**config.mk**
```make
export PLATFORM = sky130hd
export DESIGN_NAME = lab4_sys_refill_arbiter
export DESIGN_NICKNAME = d
export VERILOG_FILES = /design/src/rtl/lab4_sys_refill_arbiter.sv
export SDC_FILE = /design/constraint.sdc
export NUM_CORES = 1
export LEC_CHECK = 0
export CAP_MARGIN = 20
export CORE_AREA = 4 4 374 376
export CTS_CLUSTER_DIAMETER = 30
export CTS_CLUSTER_SIZE = 24
export DETAILED_ROUTE_END_ITERATION = 6
export DIE_AREA = 0 0 378 380
export PLACE_DENSITY_LB_ADDON = 0.08
export SYNTH_ARGS = -nofsm -noshare
export SYNTH_HDL_FRONTEND = slang
export SYNTH_SLANG_ARGS = --single-unit
```
**constraint.sdc**
```tcl
create_clock -name clk -period 2.9 [get_ports clk]
set_input_delay 0.435 -clock clk [delete_from_list [all_inputs] [get_ports clk]]
set_output_delay 0.435 -clock clk [all_outputs]
set_load 0.005 [all_outputs]
```
**src/rtl/lab4_sys_refill_arbiter.sv**
```systemverilog
// lab4_sys_refill_arbiter: 2:1 icache/dcache refill arbiter with in-order response routing.
// Define LAB4_SYS_REFILL_ARB_RR_EN for round-robin; otherwise dcache has fixed priority.
module lab4_sys_refill_arbiter #(
  parameter int p_num_outstanding = 4
) (
  input  logic         clk,
  input  logic         reset,
  input  logic [174:0] ireq_msg,
  input  logic         ireq_val,
  output logic         ireq_rdy,
  output logic [144:0] iresp_msg,
  output logic         iresp_val,
  input  logic         iresp_rdy,
  input  logic [174:0] dreq_msg,
  input  logic         dreq_val,
  output logic         dreq_rdy,
  output logic [144:0] dresp_msg,
  output logic         dresp_val,
  input  logic         dresp_rdy,
  output logic [174:0] mem_reqstream_msg,
  output logic         mem_reqstream_val,
  input  logic         mem_reqstream_rdy,
  input  logic [144:0] mem_respstream_msg,
  input  logic         mem_respstream_val,
  output logic         mem_respstream_rdy,
  output logic         arb_conflict
);
  localparam int aw = $clog2(p_num_outstanding);
  logic [aw:0]                  count;
  logic [aw-1:0]                wr_ptr, rd_ptr;
  logic [p_num_outstanding-1:0] owner;
  logic                         can_issue, has_out, grant, req_fire, resp_fire, head;
  assign can_issue = !reset && count < (aw+1)'(p_num_outstanding);
  assign has_out   = !reset && count != '0;
`ifdef LAB4_SYS_REFILL_ARB_RR_EN
  logic last_grant;
  assign grant = (ireq_val && dreq_val) ? !last_grant : dreq_val;
  always_ff @(posedge clk)
    if (reset) last_grant <= 1'b1;
    else if (req_fire) last_grant <= grant;
`else
  assign grant = dreq_val;
`endif
  assign mem_reqstream_msg  = grant ? dreq_msg : ireq_msg;
  assign mem_reqstream_val  = (grant ? dreq_val : ireq_val) && can_issue;
  assign ireq_rdy           = !grant && mem_reqstream_rdy && can_issue;
  assign dreq_rdy           = grant && mem_reqstream_rdy && can_issue;
  assign req_fire           = mem_reqstream_val && mem_reqstream_rdy;
  assign arb_conflict       = ireq_val && dreq_val && req_fire;
  // Owner of the oldest outstanding transaction steers the response.
  assign head               = owner[rd_ptr];
  assign iresp_msg          = mem_respstream_msg;
  assign dresp_msg          = mem_respstream_msg;
  assign iresp_val          = mem_respstream_val && has_out && !head;
  assign dresp_val          = mem_respstream_val && has_out && head;
  assign mem_respstream_rdy = (head ? dresp_rdy : iresp_rdy) && has_out;
  assign resp_fire          = mem_respstream_val && mem_respstream_rdy;
  always_ff @(posedge clk) begin
    if (reset) begin
      count  <= '0;
      wr_ptr <= '0;
      rd_ptr <= '0;
    end else begin
      if (req_fire) begin
        owner[wr_ptr] <= grant;
        wr_ptr        <= wr_ptr + 1'b1;
      end
      if (resp_fire) rd_ptr <= rd_ptr + 1'b1;
      count <= count + (aw+1)'(req_fire) - (aw+1)'(resp_fire);
    end
  end
endmodule

```
==> metrics <==
status completed; Startpoint Class primary input; Distinct cells, synth 26; Clock transition at path regs 0.04 ns; Initial Utilization 3.58%; Final Instance Area 10,600 sq um; CTS Buffer Depth 2; total track usage 5.40%; CTS H-Tree Depth 1; core area 137,000 sq um; Synth Net Count 1,060; sequential fraction of the synthesis area 5.31%; CTS tree yes; die area 144,000 sq um; DP Wirelength 37,700 microns; Iteration-0 DRC Markers 86; drt drc 0; Worst Hold Path EP rd_ptr[1]$_SDFFE_PP0P_; Synth Register Bits 11; final setup fails 0; peak supply drop 0.149 mV; slowest CP cell clkdlybuf4s50_1; PortBufs 539; crit path capture type output pin; max-slew violation count 0; first-pass GRT wire length 52,200 microns; Placement Cell Area 10,500 sq um; Final Hold Fails 0; Syn-to-layout area delta 116%; DIE HEIGHT 380 microns; Worst Path Required 2.47 ns; die width 378 microns; vias per inst 1.77; skew final 0.00703 ns; kind of critical path in -> out; unrepaired setup endpoints after global routing no; Routed Antenna Nets 0; Top cell by count, worst path clkdlybuf4s50_1; RR Startpoint rd_ptr[1]$_SDFFE_PP0P_; initial antenna violation count 20; routed wire length 41,400 microns; post-layout min period 2.72 ns; Min-Delay Path Class reg -> reg; most frequent cells in the layout 533 x clkdlybuf4s50_1, 176 x mux2_2, 20 x buf_4; routability cong. 0.700; Mapped Area 4900 sq um; syn avg cell area 8.92 sq um; total CTS buffers 3; crit path DAT 2.28 ns; R2R depth 12; worst hold start rd_ptr[1]$_SDFFE_PP0P_; reg-to-reg slack, setup 0.21 ns; CP bufs+invs 3; Max FO, Critical Path 3; max-cap viol count 0; fill cell count 16,000; worst skew pair latency 0.25 ns; DR WL/cell 15.9 microns; Initial DRT Pass Iterations 4; remaining global-route overflow 0; Top delay family on crit path buffers and inverters; CTS root buffer clkbuf_16; largest net degree at the start of global routing 38; Worst-Margin Slew 0.402 ns; hold-fix buffer count after cts 0; clk sinks 11; end of the worst register-to-register path count[2]$_SDFF_PP0_; Pwr Density 185 nW/um^2; ratio of cells with drive above 1 in the final layout 27.0%; Yosys Warn Count 0; number of cell rows 136; Slew HR 73.2%; Tot Pwr 1960 uW; final core utilization 7.73%; most common cell after layout, fill and taps aside clkdlybuf4s50_1; layout net count 1,314; Ports 975; crit path cell chain clkdlybuf4s50_1 -> or3b_4 -> buf_4 -> nor2_1 -> and2_1 -> clkdlybuf4s50_1; hold path depth 1; Max stage delay on crit path 0.52 ns; Gate Count Post-Synth 550; leakage 0.00324 uW; number of global-route vias before repair 5,278; Final Cycle Share 93.7%; vias after detailed routing 4,606; fmax 368 MHz
-- worst max-delay path by stage --
stage	depth (start not counted)	startpoint	slack, ns	end
after floorplan	11	rd_ptr[1]$_SDFFE_PP0P_	0.51	count[2]$_SDFF_PP0_
after global placement	11	reset	-0.12	count[2]$_SDFF_PP0_
after detailed placement	11	reset	-0.09	count[2]$_SDFF_PP0_
after CTS	12	rd_ptr[1]$_SDFFE_PP0P_	0.1	count[2]$_SDFF_PP0_
after global routing	11	reset	0.02	count[2]$_SDFF_PP0_
final	6	reset	0.18	arb_conflict
-- cells in the mapped netlist --
library cell,number,share of area (%)
nand3_1,1,0.10
mux2_2,176,40
and2_1,1,0.13
xnor2_1,3,0.54
nor2_1,8,0.61
o311ai_1,1,0.18
a21oi_1,1,0.10
edfxtp_1,4,2.4
and2b_2,2,0.36
dfxtp_1,7,2.9
o21ai_0,2,0.20
o41ai_1,1,0.18
and2_2,4,0.61
inv_1,9,0.69
buf_4,290,44
nor3_1,1,0.10
o311a_1,1,0.20
or3b_4,1,0.23
buf_2,20,2.0
or3_1,1,0.13
nor2_4,1,0.23
nand2_1,2,0.15
nor2b_1,1,0.13
ha_1,6,1.5
fa_1,1,0.41
mux2i_1,5,1.0
-- worst register-to-register path: stages, from the launching register on --
cell and delay (ns):
dfxtp_2 0.38, mux2i_2 0.25, mux2_2 0.22, mux2i_1 0.29
nor2_1 0.10, buf_4 0.14, ha_1 0.27, inv_1 0.04
ha_1 0.18, fa_1 0.40, xnor2_2 0.15, xnor2_1 0.13
nor2_1 0.05
-- power breakdown --
part / switching [uW] / total, uW / internal [uW]
registers: 13.1 / 194 / 180
clock network: 78.1 / 264 / 186
logic: 484 / 1500 / 1020
-- per-stage QoR --
stage / hold WS [ns] / std cells / worst slack (ns) / TNS [ns]
floorplan: 0.481 / 550 / 0.505 / 0
global placement: 0.552 / 2591 / -0.119 / -0.119
detailed placement: 0.541 / 2591 / -0.0928 / -0.0928
CTS: 0.555 / 2595 / 0.0988 / 0
global route: 0.542 / 2597 / 0.0169 / 0
finish: 0.509 / 2602 / 0.183 / 0
-- sequential cells by signal, summed over array words and instances, names as in the netlist --
register and count:
owner 4, count 3, rd_ptr 2, wr_ptr 2
-- cells by family (layout without fill, tap and decap cells) --
logic type	count (synthesis)	count (layout)	synth area share, %
buffers and inverters	319	572	47.1
muxes	181	181	41.4
and+or+nand+nor	23	23	2.78
DFF	11	11	5.31
adders and majority gates	7	7	1.94
AOI/OAI and AO/OA	6	6	0.868
xor gates and xnor gates	3	3	0.536
other	0	5	0
-- area by class of cell --
cell class                      instances  area [sq um]  share of cell area, %
Timing Repair Buffer                  559          5600                   52.9
Multi-Input combinational cell        220          2350                   22.2
Tap cell                             1794          2240                   21.2
Sequential cell                        11           262                   2.47
Clock buffer                            4          78.8                  0.745
Inverter                                9          33.8                  0.319
Antenna cell                            5          12.5                  0.118
-- per-layer routing --
layer / track usage, % / vias up / wire (microns) / part of all wire, %
li1: - / 2062 / - / -
met1: 4.92 / 2003 / 13300 / 32
met2: 9.79 / 410 / 20700 / 50
met3: 3.61 / 109 / 6150 / 15
met4: 1.40 / 22 / 1110 / 2.7
met5: 0 / - / 156 / 0.38
-- what timing repair did --
item                                    CTS  global route
endpoints found under the setup margin    0             1
resized for setup                         0             4
setup buffers                             0             2
Note: power is estimated with default switching activity, not from simulation.
